File: src/rtl/uart_pkg.sv
// Shared types and helpers for the uart_xcvr transceiver: FSM encodings,
// frame-length clamping and parity computation.
package uart_pkg;

   localparam int         MAX_DATA_W     = 15;
   localparam logic [3:0] MIN_LEN        = 4'd5;
   localparam int         DEF_OVERSAMPLE = 16;

   typedef enum logic [2:0] {
      TX_IDLE, TX_START, TX_DATA, TX_PARITY, TX_STOP1, TX_STOP2
   } tx_state_t;

   typedef enum logic [2:0] {
      RX_IDLE, RX_START, RX_DATA, RX_PARITY, RX_STOP1, RX_STOP2, RX_DONE, RX_BREAK
   } rx_state_t;

   function automatic logic [3:0] clamp_len(input logic [3:0] len, input logic [3:0] max_len);
      if (len < MIN_LEN) return MIN_LEN;
      if (len > max_len) return max_len;
      return len;
   endfunction

   // Only the low len bits take part; odd parity is the inverted XOR.
   function automatic logic calc_parity(input logic [MAX_DATA_W-1:0] data,
                                        input logic [3:0] len, input logic odd);
      logic p;
      p = odd;
      for (int i = 0; i < MAX_DATA_W; i++)
         if (4'(i) < len) p = p ^ data[i];
      return p;
   endfunction

endpackage

File: src/rtl/uart_xcvr_if.sv
// Word-level handshake bundle of the transceiver, plus FSM state for observation.
interface uart_xcvr_if #(parameter int DATA_W = 8);
   import uart_pkg::*;

   // A word moves on a cycle where valid && ready are both high at the rising
   // clock edge; valid, once raised, holds with stable data until that cycle.
   logic              tx_valid;
   logic              tx_ready;
   logic [DATA_W-1:0] tx_data;
   logic              tx_busy;
   logic              rx_valid;
   logic              rx_ready;
   logic [DATA_W-1:0] rx_data;
   logic              rx_parity_err;
   logic              rx_frame_err;
   logic              rx_overrun;
   tx_state_t         tx_state;
   rx_state_t         rx_state;

   modport master (
      output tx_valid, tx_data, rx_ready,
      input  tx_ready, tx_busy, rx_valid, rx_data, rx_parity_err, rx_frame_err,
             rx_overrun, tx_state, rx_state
   );

   modport slave (
      input  tx_valid, tx_data, rx_ready,
      output tx_ready, tx_busy, rx_valid, rx_data, rx_parity_err, rx_frame_err,
             rx_overrun, tx_state, rx_state
   );

endinterface

File: src/rtl/uart_baud_tick.sv
// Free-running oversampling tick: one pulse every max(div,1) clocks.
module uart_baud_tick #(
   parameter int DIV_W = 16
) (
   input  logic             clk,
   input  logic             rst,
   input  logic [DIV_W-1:0] div,
   output logic             os_tick
);

   logic [DIV_W-1:0] cnt;
   logic [DIV_W-1:0] last;

   // >= rather than == so a divisor lowered mid-count wraps at once.
   assign last    = (div == '0) ? '0 : div - DIV_W'(1);
   assign os_tick = (cnt >= last);

   always_ff @(posedge clk or posedge rst) begin
      if (rst)          cnt <= '0;
      else if (os_tick) cnt <= '0;
      else              cnt <= cnt + DIV_W'(1);
   end

endmodule

File: src/rtl/uart_xcvr.sv
// Single-clock UART transceiver: shared tick generator, TX serializer and
// mid-bit-sampling RX deserializer with optional internal loopback.
module uart_xcvr
   import uart_pkg::*;
#(
   parameter int DATA_W     = 8,
   parameter int DIV_W      = 16,
   parameter int OVERSAMPLE = DEF_OVERSAMPLE
) (
   input  logic             clk,
   input  logic             rst,
   input  logic [DIV_W-1:0] cfg_div,
   input  logic [3:0]       cfg_len,
   input  logic             cfg_parity_en,
   input  logic             cfg_parity_odd,
   input  logic             cfg_stop2,
   input  logic             cfg_loopback,
   output logic             txd,
   input  logic             rxd,
   uart_xcvr_if.slave       bus
);

   localparam int              OS_W    = $clog2(OVERSAMPLE);
   localparam logic [OS_W-1:0] OS_LAST = OS_W'(OVERSAMPLE - 1);
   localparam logic [OS_W-1:0] OS_MID  = OS_W'(OVERSAMPLE / 2 - 1);
   localparam logic [3:0]      MAX_LEN = 4'(DATA_W);

   logic os_tick;

   uart_baud_tick #(.DIV_W(DIV_W)) u_tick (
      .clk     (clk),
      .rst     (rst),
      .div     (cfg_div),
      .os_tick (os_tick)
   );

   tx_state_t         tx_state;
   logic              tx_line, tx_ready_q, tx_busy_q, tx_go;
   logic [OS_W-1:0]   tx_cnt;
   logic [3:0]        tx_idx, tx_len_q;
   logic [DATA_W-1:0] tx_shr;
   logic              tx_par_en_q, tx_par_q, tx_stop2_q;

   assign txd          = cfg_loopback ? 1'b1 : tx_line;
   assign bus.tx_ready = tx_ready_q;
   assign bus.tx_busy  = tx_busy_q;
   assign bus.tx_state = tx_state;

   // tx_go marks that the start bit is on the line; until then START waits
   // for the first tick after acceptance.
   always_ff @(posedge clk or posedge rst) begin
      if (rst) begin
         tx_state <= TX_IDLE;  tx_line <= 1'b1;  tx_ready_q <= 1'b1;  tx_busy_q <= 1'b0;
         tx_go <= 1'b0;  tx_cnt <= '0;  tx_idx <= '0;  tx_shr <= '0;  tx_len_q <= MIN_LEN;
         tx_par_en_q <= 1'b0;  tx_par_q <= 1'b0;  tx_stop2_q <= 1'b0;
      end else if (tx_state == TX_IDLE) begin
         if (bus.tx_valid && tx_ready_q) begin
            tx_shr      <= bus.tx_data;
            tx_len_q    <= clamp_len(cfg_len, MAX_LEN);
            tx_par_en_q <= cfg_parity_en;
            tx_par_q    <= calc_parity(MAX_DATA_W'(bus.tx_data), clamp_len(cfg_len, MAX_LEN),
                                       cfg_parity_odd);
            tx_stop2_q  <= cfg_stop2;
            tx_ready_q  <= 1'b0;
            tx_busy_q   <= 1'b1;
            tx_go       <= 1'b0;
            tx_state    <= TX_START;
         end
      end else if (os_tick) begin
         if (tx_state == TX_START && !tx_go) begin
            tx_go   <= 1'b1;
            tx_line <= 1'b0;
            tx_cnt  <= '0;
         end else if (tx_cnt != OS_LAST) begin
            tx_cnt <= tx_cnt + OS_W'(1);
         end else begin
            tx_cnt <= '0;
            case (tx_state)
               TX_START: begin
                  tx_state <= TX_DATA;
                  tx_idx   <= '0;
                  tx_line  <= tx_shr[0];
                  tx_shr   <= tx_shr >> 1;
               end
               TX_DATA: begin
                  if (tx_idx == tx_len_q - 4'd1) begin
                     tx_state <= tx_par_en_q ? TX_PARITY : TX_STOP1;
                     tx_line  <= tx_par_en_q ? tx_par_q : 1'b1;
                  end else begin
                     tx_idx  <= tx_idx + 4'd1;
                     tx_line <= tx_shr[0];
                     tx_shr  <= tx_shr >> 1;
                  end
               end
               TX_PARITY: begin
                  tx_state <= TX_STOP1;
                  tx_line  <= 1'b1;
               end
               TX_STOP1: begin
                  if (tx_stop2_q) begin
                     tx_state <= TX_STOP2;
                  end else begin
                     tx_state   <= TX_IDLE;
                     tx_ready_q <= 1'b1;
                     tx_busy_q  <= 1'b0;
                  end
               end
               default: begin
                  tx_state   <= TX_IDLE;
                  tx_line    <= 1'b1;
                  tx_ready_q <= 1'b1;
                  tx_busy_q  <= 1'b0;
               end
            endcase
         end
      end
   end

   logic [1:0] rx_sync;
   logic       rx_in;

   always_ff @(posedge clk or posedge rst) begin
      if (rst) rx_sync <= 2'b11;
      else     rx_sync <= {rx_sync[0], cfg_loopback ? tx_line : rxd};
   end
   assign rx_in = rx_sync[1];

   rx_state_t         rx_state;
   logic [OS_W-1:0]   rx_cnt;
   logic [3:0]        rx_idx, rx_len_q;
   logic [DATA_W-1:0] rx_shr, rx_data_q;
   logic              rx_par_bit, rx_ferr, rx_par_en_q, rx_par_odd_q, rx_stop2_q;
   logic              rx_valid_q, rx_perr_q, rx_ferr_q, rx_ovr_q, rx_hs;

   assign rx_hs             = rx_valid_q && bus.rx_ready;
   assign bus.rx_valid      = rx_valid_q;
   assign bus.rx_data       = rx_data_q;
   assign bus.rx_parity_err = rx_perr_q;
   assign bus.rx_frame_err  = rx_ferr_q;
   assign bus.rx_overrun    = rx_ovr_q;
   assign bus.rx_state      = rx_state;

   always_ff @(posedge clk or posedge rst) begin
      if (rst) begin
         rx_state <= RX_IDLE;  rx_cnt <= '0;  rx_idx <= '0;  rx_shr <= '0;  rx_len_q <= MIN_LEN;
         rx_par_bit <= 1'b0;  rx_ferr <= 1'b0;  rx_par_en_q <= 1'b0;  rx_par_odd_q <= 1'b0;
         rx_stop2_q <= 1'b0;  rx_valid_q <= 1'b0;  rx_data_q <= '0;  rx_perr_q <= 1'b0;
         rx_ferr_q <= 1'b0;  rx_ovr_q <= 1'b0;
      end else begin
         if (rx_hs) begin
            rx_valid_q <= 1'b0;
            rx_ovr_q   <= 1'b0;
         end
         case (rx_state)
            RX_IDLE: begin
               if (os_tick && !rx_in) begin
                  rx_cnt       <= '0;
                  rx_shr       <= '0;
                  rx_ferr      <= 1'b0;
                  rx_par_bit   <= 1'b0;
                  rx_len_q     <= clamp_len(cfg_len, MAX_LEN);
                  rx_par_en_q  <= cfg_parity_en;
                  rx_par_odd_q <= cfg_parity_odd;
                  rx_stop2_q   <= cfg_stop2;
                  rx_state     <= RX_START;
               end
            end
            // A pending unread word wins over the new one unless it is taken this cycle.
            RX_DONE: begin
               if (!rx_valid_q || rx_hs) begin
                  rx_valid_q <= 1'b1;
                  rx_data_q  <= rx_shr;
                  rx_perr_q  <= rx_par_en_q &&
                                (rx_par_bit != calc_parity(MAX_DATA_W'(rx_shr), rx_len_q, rx_par_odd_q));
                  rx_ferr_q  <= rx_ferr;
               end else begin
                  rx_ovr_q <= 1'b1;
               end
               rx_state <= (rx_ferr && !rx_in) ? RX_BREAK : RX_IDLE;
            end
            RX_BREAK: if (rx_in) rx_state <= RX_IDLE;
            default: begin
               if (os_tick) begin
                  if (rx_state == RX_START && rx_cnt == OS_MID) begin
                     rx_cnt   <= '0;
                     rx_idx   <= '0;
                     rx_state <= rx_in ? RX_IDLE : RX_DATA;
                  end else if (rx_state == RX_START || rx_cnt != OS_LAST) begin
                     rx_cnt <= rx_cnt + OS_W'(1);
                  end else begin
                     rx_cnt <= '0;
                     case (rx_state)
                        RX_DATA: begin
                           rx_shr <= rx_shr | (DATA_W'(rx_in) << rx_idx);
                           if (rx_idx == rx_len_q - 4'd1)
                              rx_state <= rx_par_en_q ? RX_PARITY : RX_STOP1;
                           else
                              rx_idx <= rx_idx + 4'd1;
                        end
                        RX_PARITY: begin
                           rx_par_bit <= rx_in;
                           rx_state   <= RX_STOP1;
                        end
                        RX_STOP1: begin
                           rx_ferr  <= rx_ferr | !rx_in;
                           rx_state <= rx_stop2_q ? RX_STOP2 : RX_DONE;
                        end
                        RX_STOP2: begin
                           rx_ferr  <= rx_ferr | !rx_in;
                           rx_state <= RX_DONE;
                        end
                        default: rx_state <= RX_IDLE;
                     endcase
                  end
               end
            end
         endcase
      end
   end

endmodule

File: src/flat_wrapper.sv
// flat-port wrapper written by rule: the top's interface ports become plain ports
module uart_xcvr_flat import uart_pkg::*;
#(
   parameter int DATA_W     = 8,
   parameter int DIV_W      = 16,
   parameter int OVERSAMPLE = DEF_OVERSAMPLE
)
  (clk, rst, cfg_div, cfg_len, cfg_parity_en, cfg_parity_odd, cfg_stop2, cfg_loopback, txd, rxd, bus_tx_valid, bus_tx_data, bus_rx_ready, bus_tx_ready, bus_tx_busy, bus_rx_valid, bus_rx_data, bus_rx_parity_err, bus_rx_frame_err, bus_rx_overrun, bus_tx_state, bus_rx_state);
  uart_xcvr_if #(.DATA_W(DATA_W)) bus_i ();
  input  logic clk;
  input  logic rst;
  input  logic [DIV_W-1:0] cfg_div;
  input  logic [3:0] cfg_len;
  input  logic cfg_parity_en;
  input  logic cfg_parity_odd;
  input  logic cfg_stop2;
  input  logic cfg_loopback;
  output logic txd;
  input  logic rxd;
  input wire logic [$bits(bus_i.tx_valid)-1:0] bus_tx_valid;
  input wire logic [$bits(bus_i.tx_data)-1:0] bus_tx_data;
  input wire logic [$bits(bus_i.rx_ready)-1:0] bus_rx_ready;
  output wire logic [$bits(bus_i.tx_ready)-1:0] bus_tx_ready;
  output wire logic [$bits(bus_i.tx_busy)-1:0] bus_tx_busy;
  output wire logic [$bits(bus_i.rx_valid)-1:0] bus_rx_valid;
  output wire logic [$bits(bus_i.rx_data)-1:0] bus_rx_data;
  output wire logic [$bits(bus_i.rx_parity_err)-1:0] bus_rx_parity_err;
  output wire logic [$bits(bus_i.rx_frame_err)-1:0] bus_rx_frame_err;
  output wire logic [$bits(bus_i.rx_overrun)-1:0] bus_rx_overrun;
  output wire logic [$bits(bus_i.tx_state)-1:0] bus_tx_state;
  output wire logic [$bits(bus_i.rx_state)-1:0] bus_rx_state;
  assign bus_i.tx_valid = bus_tx_valid;
  assign bus_i.tx_data = bus_tx_data;
  assign bus_i.rx_ready = bus_rx_ready;
  assign bus_tx_ready = bus_i.tx_ready;
  assign bus_tx_busy = bus_i.tx_busy;
  assign bus_rx_valid = bus_i.rx_valid;
  assign bus_rx_data = bus_i.rx_data;
  assign bus_rx_parity_err = bus_i.rx_parity_err;
  assign bus_rx_frame_err = bus_i.rx_frame_err;
  assign bus_rx_overrun = bus_i.rx_overrun;
  assign bus_tx_state = bus_i.tx_state;
  assign bus_rx_state = bus_i.rx_state;
  uart_xcvr #(.DATA_W(DATA_W), .DIV_W(DIV_W), .OVERSAMPLE(OVERSAMPLE)) u_core (.clk(clk), .rst(rst), .cfg_div(cfg_div), .cfg_len(cfg_len), .cfg_parity_en(cfg_parity_en), .cfg_parity_odd(cfg_parity_odd), .cfg_stop2(cfg_stop2), .cfg_loopback(cfg_loopback), .txd(txd), .rxd(rxd), .bus(bus_i));
endmodule
File: config.mk
export PLATFORM = sky130hd
export DESIGN_NAME = uart_xcvr_flat
export DESIGN_NICKNAME = d
export VERILOG_FILES = /design/src/rtl/uart_pkg.sv /design/src/rtl/uart_xcvr_if.sv /design/src/rtl/uart_baud_tick.sv /design/src/rtl/uart_xcvr.sv /design/src/flat_wrapper.sv
export SDC_FILE = /design/constraint.sdc
export NUM_CORES = 1
export LEC_CHECK = 0
export BUFFER_PORTS_ARGS = -buffer_cell sky130_fd_sc_hd__buf_2
export CAP_MARGIN = 20
export CORE_MARGIN = 2
export CORE_UTILIZATION = 25
export DETAILED_ROUTE_END_ITERATION = 10
export GPL_TIMING_DRIVEN = 0
export PLACE_DENSITY = 0.42
export SYNTH_ARGS = -nofsm -noshare
export SYNTH_HDL_FRONTEND = slang
export SYNTH_HIERARCHICAL = 1
export SYNTH_SLANG_ARGS = --single-unit
export TNS_END_PERCENT = 50
File: constraint.sdc
create_clock -name clk -period 6.58 [get_ports clk]
set_clock_uncertainty 0.2 [all_clocks]
set_input_delay 0.987 -clock clk [delete_from_list [all_inputs] [get_ports clk]]
set_output_delay 0.987 -clock clk [all_outputs]
set_load 0.03 [all_outputs]
==> metrics.txt, run 1 <==
# TYPE chip_impl_metric gauge
chip_impl_metric{name="timing.critical_path.required",unit="ps"} 6590
chip_impl_info{name="crit_chain",value="buf_2 > nor4_2 > nand2_1 > nor3b_1 > mux2i_1 > ha_1 > nand4_1 > nor2_1 > nor4b_2 > or3_1 > nand2_1 > nor2_1 > clkbuf_1 > o21ai_0"} 1
chip_impl_metric{name="worst-slew-pin-transition",unit="ps"} 815
chip_impl_info{name="synth.cells.most_frequent",value="dfrtp_1 (80), nand2_1 (71), nor2_1 (44)"} 1
chip_impl_metric{name="synthMuxAreaShare",unit="%"} 7.58
chip_impl_metric{name="final_net_count",unit=""} 725
chip_impl_metric{name="ys_seq_elements",unit=""} 88
chip_impl_metric{name="synthesis.area_per_instance",unit="um^2"} 9.44
chip_impl_metric{name="cts_buffers",unit=""} 9
chip_impl_metric{name="hold_viol_final",unit=""} 0
chip_impl_metric{name="report.final.slew_viol_count",unit=""} 0
chip_impl_metric{name="yosys.area_share.simple",unit="%"} 21.6
chip_impl_metric{name="yosysWarnings",unit=""} 6
chip_impl_metric{name="die_area",unit="um^2"} 23500
chip_impl_metric{name="vias_per_cell",unit=""} 4.83
chip_impl_metric{name="grt_util_all_layers",unit="%"} 12.2
chip_impl_metric{name="numClockSinks",unit=""} 88
chip_impl_info{name="end_kind",value="flop"} 1
chip_impl_info{name="worst_r2r_dst",value="u_core/rx_len_q[1]$_DFFE_PP0P_"} 1
chip_impl_metric{name="worst_ir_drop_vdd",unit="mV"} 0.141
chip_impl_metric{name="start_util",unit="%"} 25.5
chip_impl_info{name="rr_startpoint",value="u_core/u_tick/cnt[9]$_DFF_PP0_"} 1
chip_impl_info{name="outcome",value="finished, final reports clean"} 1
chip_impl_metric{name="grt_antenna_before_repair",unit=""} 0
chip_impl_metric{name="syn_to_final_growth",unit="%"} 16.9
chip_impl_metric{name="wirelength",unit="mm"} 13.8
chip_impl_metric{name="hold_buffers",unit=""} 0
chip_impl_metric{name="worst-path-buf-inv",unit=""} 2
chip_impl_metric{name="die_h",unit="um"} 153
chip_impl_metric{name="rr_worst_depth",unit=""} 9
chip_impl_metric{name="synthAdderAreaFrac",unit="%"} 6.28
chip_impl_metric{name="htree_num_levels",unit=""} 3
chip_impl_metric{name="grt_pass1_wl",unit="mm"} 23.6
chip_impl_metric{name="hold_depth",unit=""} 0
chip_impl_info{name="topRoutingLayerUsed",value="met4"} 1
chip_impl_info{name="synth_top_cell_by_area",value="dfrtp_1"} 1
chip_impl_metric{name="finalSetupTns",unit="ps"} 0
chip_impl_metric{name="number_of_distinct_library_cells_after_synthesis",unit=""} 75
chip_impl_metric{name="power.density_cell_area",unit="nW/um^2"} 286
chip_impl_metric{name="detail_route.wirelength.met1",unit="mm"} 6.81
chip_impl_metric{name="hpwl",unit="mm"} 10.4
chip_impl_metric{name="cap_violations",unit=""} 0
chip_impl_info{name="setup_repair_after_global_routing_missed_its_margin",value="false"} 1
chip_impl_metric{name="overflow",unit=""} 0
chip_impl_metric{name="mappedNetlistNets",unit=""} 656
chip_impl_metric{name="critPathArrivalTime",unit="ps"} 5470
chip_impl_metric{name="detail-route-antenna-nets",unit=""} 0
chip_impl_metric{name="die_w",unit="um"} 153
chip_impl_metric{name="synth-edff-count",unit=""} 0
chip_impl_info{name="yosys_most_used_dff",value="dfrtp_1"} 1
chip_impl_metric{name="yosys.area_share.xor_xnor",unit="%"} 7.47
chip_impl_metric{name="grt_start_max_net_pins",unit=""} 57
chip_impl_info{name="clock-root-buffer",value="clkbuf_16"} 1
chip_impl_metric{name="syn-instance-count",unit=""} 591
chip_impl_metric{name="antenna-diode-count",unit=""} 0
chip_impl_info{name="worst_hold_startpoint",value="u_core/rx_sync[0]$_DFF_PP1_"} 1
chip_impl_metric{name="met3RoutedLength",unit="um"} 564
chip_impl_metric{name="post_cts.resized_instances",unit=""} 0
chip_impl_metric{name="postSynth.asyncResetShare",unit="%"} 100
chip_impl_info{name="timing_worst_setup_path_type",value="in -> reg"} 1
chip_impl_metric{name="fmaxAchievable",unit="MHz"} 183
chip_impl_metric{name="place_worst_setup_slack",unit="ps"} 738
chip_impl_metric{name="fp-row-count",unit=""} 54
chip_impl_metric{name="finalWeightedCongestion",unit=""} 0.779
chip_impl_metric{name="post_synth_instance_area",unit="um^2"} 5580
chip_impl_metric{name="setup_viol_count_final",unit=""} 0
chip_impl_metric{name="worst_slack",unit="ps"} 1120
chip_impl_metric{name="critical_path.max_stage_delay",unit="ps"} 720
chip_impl_info{name="yosys-top-cells-area",value="dfrtp_1 (36%), ha_1 (6.3%), xnor2_1 (4.9%)"} 1
chip_impl_metric{name="coreArea",unit="um^2"} 21900
chip_impl_info{name="timing.critical_path.slowest_stage_cell",value="nor4_2"} 1
chip_impl_metric{name="numPortBuffers",unit=""} 57
chip_impl_metric{name="finalCritPeriodShare",unit="%"} 83.1
chip_impl_info{name="crit_path_start_kind",value="input port"} 1
chip_impl_metric{name="dr_total_vias",unit=""} 4564
chip_impl_metric{name="worst_skew_pair.late_latency",unit="ps"} 350
chip_impl_info{name="synth_top_family_by_area",value="simple AND/OR/NAND/NOR gates"} 1
chip_impl_info{name="hold_end",value="u_core/rx_sync[1]$_DFF_PP1_"} 1
chip_impl_metric{name="final_period_minus_worst_setup_slack",unit="ps"} 5460
chip_impl_metric{name="clkTransAtPathRegs",unit="ps"} 60
chip_impl_metric{name="met2WireLength",unit="mm"} 6.26
chip_impl_metric{name="yosysSeqAreaShare",unit="%"} 39.7
chip_impl_info{name="tritoncts",value="built"} 1
chip_impl_metric{name="synthDominantCellAreaShare",unit="%"} 35.9
chip_impl_metric{name="drtIter0Drc",unit=""} 252
chip_impl_metric{name="grt_pass1_vias",unit=""} 4587
chip_impl_metric{name="postCtsSetupRepairBufs",unit=""} 0
chip_impl_metric{name="drt_pass1_iterations",unit=""} 4
chip_impl_metric{name="p_leak",unit="nW"} 2.95
chip_impl_metric{name="synth-compound-area-share",unit="%"} 14.0
chip_impl_metric{name="peak_fanout_along_the_critical_path",unit=""} 10
chip_impl_metric{name="cts.path.max_buffers",unit=""} 2
chip_impl_info{name="dominant_cell_by_count_in_the_synthesized_netlist",value="dfrtp_1"} 1
chip_impl_metric{name="routed_length_per_placed_instance",unit="um"} 14.6
chip_impl_metric{name="regToRegSetupSlack",unit="ps"} 2810
chip_impl_metric{name="layout-drive-gt1-share",unit="%"} 20.3
chip_impl_info{name="crit_path_max_delay_family",value="simple AND/OR/NAND/NOR gates"} 1
chip_impl_metric{name="max_slew_margin",unit="%"} 45.2
chip_impl_info{name="hp-class",value="reg -> reg"} 1
chip_impl_metric{name="io-pin-count",unit=""} 58
chip_impl_metric{name="drcViolationCount",unit=""} 0
## layer usage
| metal | track usage, % | vias to the layer above |
|---|---|---|
| met1 | 17.4 | 2192 |
| li1 | - | 2277 |
| met5 | 0 | - |
| met3 | 2.95 | 12 |
| met2 | 18.9 | 83 |
| met4 | 2.66 | 0 |
## cell type report
class	instances	area, um^2
Fill cell	2349	15400
Multi-Input combinational cell	459	3180
Sequential cell	88	2210
Tap cell	280	350
Timing Repair Buffer	58	313
Clock buffer	13	260
Buffer	24	115
Inverter	20	77.6
Clock inverter	3	18.8
## stage by stage
step           util (%)  hold WS, ps  area, um^2  instances  power, mW
2_1_floorplan         -          145        5580        591       1.21
3_3_place_gp       28.4          172        6210        928       1.37
3_5_place_dp       28.5          168        6240        929       1.39
4_1_cts            29.8          176        6520        945       1.89
5_1_grt            29.8          185        6520        945       2.02
6_report           29.8          174        6520        945       1.87
## how the worst max path moves through the flow
stage                                           to  cells after the start        from  slack, ps
floorplan             u_core/tx_shr[0]$_DFFE_PP0P_                     13  cfg_div[5]       1740
global placement    u_core/rx_len_q[1]$_DFFE_PP0P_                     14  cfg_div[5]        780
detailed placement  u_core/rx_len_q[1]$_DFFE_PP0P_                     14  cfg_div[4]        740
CTS                 u_core/rx_len_q[1]$_DFFE_PP0P_                     14  cfg_div[4]       1110
global route        u_core/rx_len_q[1]$_DFFE_PP0P_                     15  cfg_div[4]        470
finish              u_core/rx_len_q[1]$_DFFE_PP0P_                     14  cfg_div[4]       1120
## flip-flops by register name, summed over array words and instances (netlist names), 2 cells and up
signal               flops
u_core/rx_sync           2
u_core/rx_idx            4
u_core/tx_cnt            4
u_core/tx_shr            8
u_core/tx_idx            4
u_core/u_tick/cnt       16
u_core/bus.rx_data       8
u_core/rx_len_q          4
u_core/tx_len_q          4
u_core/bus.tx_state      3
u_core/rx_shr            8
u_core/bus.rx_state      3
u_core/rx_cnt            4
## where the power goes
part | leakage [nW] | internal [mW] | switching (mW)
combinational | 1.69 | 0.257 | 0.373
clock | 0.140 | 0.276 | 0.214
sequential | 1.12 | 0.638 | 0.108
## layout by cell type, fill, tap and decap left out, types with 6 or more instances in the layout
cell type / count
a21oi_1: 26
a22o_1: 6
buf_2: 62
clkbuf_1: 18
clkbuf_16: 9
dfrtp_1: 80
dfstp_2: 8
ha_1: 28
inv_1: 19
mux2_2: 22
mux2_4: 7
mux2i_1: 7
nand2_1: 71
nand2b_1: 12
nand3_1: 17
nand4_1: 11
nor2_1: 44
nor3_1: 13
nor4_1: 17
o21ai_0: 34
o31ai_1: 7
xnor2_1: 31
xor2_1: 14
## kinds of logic (layout without fill, tap and decap cells)
family / count (synthesis) / after routing
AND/OR/NAND/NOR: 231 / 231
AO/OA/AOI/OAI: 118 / 118
flip-flops: 88 / 88
XOR/XNOR: 46 / 46
buffers and inverters: 44 / 118
multiplexers: 36 / 36
adder cells (fa/ha/maj): 28 / 28
(Power assumes the default switching activity.)
==> run 2, diff against run 1 <==
--- a/config.mk
+++ b/config.mk
@@ -5,6 +5,7 @@
 export SDC_FILE = /design/constraint.sdc
 export NUM_CORES = 1
 export LEC_CHECK = 0
+export ABC_AREA = 1
 export BUFFER_PORTS_ARGS = -buffer_cell sky130_fd_sc_hd__buf_2
 export CAP_MARGIN = 20
 export CORE_MARGIN = 2
==> constraint.sdc (replaced) <==
create_clock -name clk -period 5.2 [get_ports clk]
set_clock_uncertainty 0.2 [all_clocks]
set_input_delay 0.78 -clock clk [delete_from_list [all_inputs] [get_ports clk]]
set_output_delay 0.78 -clock clk [all_outputs]
set_load 0.03 [all_outputs]
==> run 2 against run 1 <==
  * Cell area increased by 5.4%
  * Global-route usage about the same
  * Flip-flop and latch count unchanged
  * Worst hold slack got worse by 16 ps
  * Synthesized cell count increased by 30%
  * Non-clock buffer count decreased by 15
  * Combinational power decreased by 13%
  * Power increased by 13%
  * Critical path depth increased by 13
  * First-iteration DRC count increased by 7.5%
  * Clock power increased by 45%
  * Wire length about the same
  * Critical path type unchanged
  * Largest power group unchanged
==> metrics.txt, run 2 <==
# TYPE chip_impl_metric gauge
chip_impl_metric{name="max_slew_margin",unit="%"} 57.2
chip_impl_metric{name="clkTransAtPathRegs",unit="ps"} 70
chip_impl_metric{name="cts_buffers",unit=""} 9
chip_impl_metric{name="power_share_of_the_clock_group",unit="%"} 33.6
chip_impl_metric{name="vias_per_cell",unit=""} 4.29
chip_impl_metric{name="placedInstanceArea",unit="um^2"} 6560
chip_impl_metric{name="final_period_minus_worst_setup_slack",unit="ps"} 4110
chip_impl_metric{name="drcViolationCount",unit=""} 0
chip_impl_metric{name="synth-edff-count",unit=""} 0
chip_impl_metric{name="worst_skew_pair.late_latency",unit="ps"} 350
chip_impl_metric{name="power.share.combinational",unit="%"} 26.1
chip_impl_metric{name="yosysSeqAreaShare",unit="%"} 37.8
chip_impl_metric{name="die_area",unit="um^2"} 24600
chip_impl_metric{name="post_synth_instance_area",unit="um^2"} 5850
chip_impl_info{name="final_cell_mix",value="nand2_1 (191), inv_1 (99), dfrtp_1 (80)"} 1
chip_impl_info{name="hp-class",value="reg -> reg"} 1
chip_impl_metric{name="finalCritPeriodShare",unit="%"} 79.0
chip_impl_metric{name="internal_power",unit="mW"} 1.37
chip_impl_metric{name="finalSetupTns",unit="ps"} 0
chip_impl_metric{name="drtIter0Drc",unit=""} 271
chip_impl_info{name="end_kind",value="flop"} 1
chip_impl_info{name="timing_worst_setup_path_type",value="in -> reg"} 1
chip_impl_info{name="dominant_cell_by_count_in_the_synthesized_netlist",value="nand2_1"} 1
chip_impl_metric{name="timing.critical_path.required",unit="ps"} 5240
chip_impl_metric{name="routed_length_per_placed_instance",unit="um"} 11.9
chip_impl_metric{name="largest_register_ff_count",unit=""} 16
chip_impl_metric{name="numClockSinks",unit=""} 88
chip_impl_metric{name="net_switching_fraction_of_the_power",unit="%"} 34.8
chip_impl_metric{name="switchingPower",unit="mW"} 0.734
chip_impl_info{name="yosys-top-cells-area",value="dfrtp_1 (34%), nand2_1 (12%), inv_1 (6.4%)"} 1
chip_impl_metric{name="coreArea",unit="um^2"} 22800
chip_impl_metric{name="grt_start_max_net_pins",unit=""} 58
chip_impl_metric{name="report.final.slew_viol_count",unit=""} 0
chip_impl_info{name="worst_hold_startpoint",value="u_core/rx_sync[0]$_DFF_PP1_"} 1
chip_impl_info{name="synth.cells.most_frequent",value="nand2_1 (191), inv_1 (100), dfrtp_1 (80)"} 1
chip_impl_info{name="worst_r2r_dst",value="u_core/rx_shr[0]$_DFFE_PP0P_"} 1
chip_impl_metric{name="syn_to_final_growth",unit="%"} 17.5
chip_impl_info{name="largest_register",value="u_core/u_tick/cnt"} 1
chip_impl_metric{name="fmaxAchievable",unit="MHz"} 243
chip_impl_metric{name="mappedNetlistNets",unit=""} 832
chip_impl_metric{name="postSynth.asyncResetShare",unit="%"} 100
chip_impl_metric{name="numPortBuffers",unit=""} 57
chip_impl_metric{name="cap_violations",unit=""} 0
chip_impl_metric{name="grt_util_all_layers",unit="%"} 12.2
chip_impl_info{name="final_common_cell",value="nand2_1"} 1
chip_impl_metric{name="ys_seq_elements",unit=""} 88
chip_impl_metric{name="post_cts.resized_instances",unit=""} 0
chip_impl_metric{name="io-pin-count",unit=""} 58
chip_impl_metric{name="layout-drive-gt1-share",unit="%"} 19.5
chip_impl_metric{name="power.density_cell_area",unit="nW/um^2"} 306
chip_impl_metric{name="final_net_count",unit=""} 901
chip_impl_info{name="synth_top_cell_by_area",value="dfrtp_1"} 1
chip_impl_metric{name="stdcell_count",unit=""} 1154
chip_impl_metric{name="yosysWarnings",unit=""} 6
chip_impl_metric{name="die_h",unit="um"} 157
chip_impl_metric{name="dp_cells",unit=""} 1138
chip_impl_metric{name="grt_pass1_wl",unit="mm"} 24.0
chip_impl_info{name="tritoncts",value="built"} 1
chip_impl_metric{name="overflow",unit=""} 0
chip_impl_metric{name="hold_depth",unit=""} 0
chip_impl_metric{name="htree_num_levels",unit=""} 3
chip_impl_metric{name="die_w",unit="um"} 157
chip_impl_metric{name="seq_power_share",unit="%"} 40.3
chip_impl_metric{name="fp-row-count",unit=""} 55
chip_impl_metric{name="worst-slew-pin-transition",unit="ps"} 641
chip_impl_metric{name="drt_pass1_iterations",unit=""} 7
chip_impl_metric{name="syn-instance-count",unit=""} 767
chip_impl_metric{name="finalWeightedCongestion",unit=""} 0.745
chip_impl_metric{name="worst_ir_drop_vdd",unit="mV"} 0.137
chip_impl_metric{name="synthesis.area_per_instance",unit="um^2"} 7.63
chip_impl_metric{name="antenna-diode-count",unit=""} 0
chip_impl_info{name="outcome",value="finished, final reports clean"} 1
chip_impl_metric{name="start_util",unit="%"} 25.7
chip_impl_metric{name="grt_antenna_before_repair",unit=""} 0
chip_impl_metric{name="critPathArrivalTime",unit="ps"} 4140
chip_impl_info{name="clock-root-buffer",value="clkbuf_16"} 1
chip_impl_info{name="rr_startpoint",value="u_core/u_tick/cnt[7]$_DFF_PP0_"} 1
chip_impl_metric{name="grt_pass1_vias",unit=""} 4782
chip_impl_metric{name="hpwl",unit="mm"} 10.8
chip_impl_metric{name="postCtsSetupRepairBufs",unit=""} 0
chip_impl_metric{name="rr_worst_depth",unit=""} 20
chip_impl_metric{name="regToRegSetupSlack",unit="ps"} 1990
chip_impl_metric{name="p_leak",unit="nW"} 3.48
chip_impl_metric{name="peak_fanout_along_the_critical_path",unit=""} 13
chip_impl_metric{name="setup_viol_count_final",unit=""} 0
chip_impl_metric{name="synthDominantCellAreaShare",unit="%"} 34.2
chip_impl_info{name="crit_path_start_kind",value="input port"} 1
chip_impl_metric{name="hold_buffers",unit=""} 0
chip_impl_metric{name="cts.path.max_buffers",unit=""} 2
chip_impl_metric{name="number_of_distinct_library_cells_after_synthesis",unit=""} 47
chip_impl_metric{name="wirelength",unit="mm"} 13.8
chip_impl_metric{name="dr_total_vias",unit=""} 4949
chip_impl_metric{name="detail-route-antenna-nets",unit=""} 0
chip_impl_metric{name="postLayoutCellArea",unit="um^2"} 6880
chip_impl_info{name="yosys_most_used_dff",value="dfrtp_1"} 1
chip_impl_metric{name="hold_viol_final",unit=""} 0
chip_impl_info{name="setup_repair_after_global_routing_missed_its_margin",value="false"} 1
chip_impl_info{name="hold_end",value="u_core/rx_sync[1]$_DFF_PP1_"} 1
-- run 2: layer usage --
layer / vias to the layer above / global-route usage [%] / wire (um)
met5: - / 0 / 0
met4: 0 / 3.15 / 160
met3: 10 / 2.45 / 376
met2: 46 / 19.0 / 6270
met1: 2275 / 17.2 / 6970
li1: 2618 / - / -
-- run 2: logic make-up after synthesis --
| kind of cell | count (synthesis) | synth area share (%) |
|---|---|---|
| buffers and inverters | 121 | 8.62 |
| AO/OA/AOI/OAI | 108 | 11.2 |
| adder cells (fa/ha/maj) | 28 | 5.99 |
| AND/OR/NAND/NOR | 390 | 31.6 |
| XOR/XNOR | 32 | 4.79 |
| flip-flops | 88 | 37.8 |
-- run 2: power groups by stage --
stage / registers, mW / clock network, mW / logic, mW
after floorplan: 0.953 / 0 / 0.305
after global placement: 0.864 / 0 / 0.554
after detailed placement: 0.864 / 0 / 0.558
after CTS: 0.851 / 0.741 / 0.560
after global routing: 0.863 / 0.766 / 0.637
final: 0.849 / 0.709 / 0.549
-- run 2: layout make-up --
type	count	area [um^2]
Inverter	112	428
Buffer	9	78.8
Timing Repair Buffer	58	313
Clock inverter	7	92.6
Fill cell	2455	15900
Tap cell	313	392
Clock buffer	9	225
Sequential cell	88	2210
Multi-Input combinational cell	558	3140
-- run 2: worst max-delay path by stage --
stage / cells after the start / startpoint / slack, ps / to
after CTS: 27 / cfg_div[0] / 1080 / u_core/rx_shr[0]$_DFFE_PP0P_
after global routing: 26 / cfg_div[0] / 680 / u_core/rx_shr[0]$_DFFE_PP0P_
after global placement: 27 / cfg_div[0] / 680 / u_core/rx_shr[0]$_DFFE_PP0P_
final: 27 / cfg_div[0] / 1090 / u_core/rx_shr[0]$_DFFE_PP0P_
after floorplan: 26 / cfg_div[0] / 1470 / u_core/rx_shr[6]$_DFFE_PP0P_
after detailed placement: 27 / cfg_div[0] / 700 / u_core/rx_shr[5]$_DFFE_PP0P_
-- run 2: stage by stage --
step	hold WS [ps]	util [%]	setup WS [ps]	total power, mW
2_1_floorplan	145	-	1470	1.26
3_3_place_gp	148	28.7	679	1.42
3_5_place_dp	154	28.8	701	1.42
4_1_cts	165	30.2	1080	2.15
5_1_grt	171	30.2	679	2.26
6_report	158	30.2	1090	2.11
-- run 2: critical path: stages --
cell and delay, ps:
buf_2 100, inv_1 80, ha_1 240, and3_1 200, nand4_2 130, buf_6 180, nand3_2 80, ha_1 290
nand2_1 50, inv_1 40, nand2_1 60, nor2_1 100, nor2_1 40, nand2_1 70, nand2_1 70, nand2_2 170
buf_6 200, inv_2 110, nor2_1 230, o21ai_2 150, inv_2 110, nand3_2 90, inv_2 130, nand2_4 100
inv_4 110, buf_8 170, a21oi_2 50
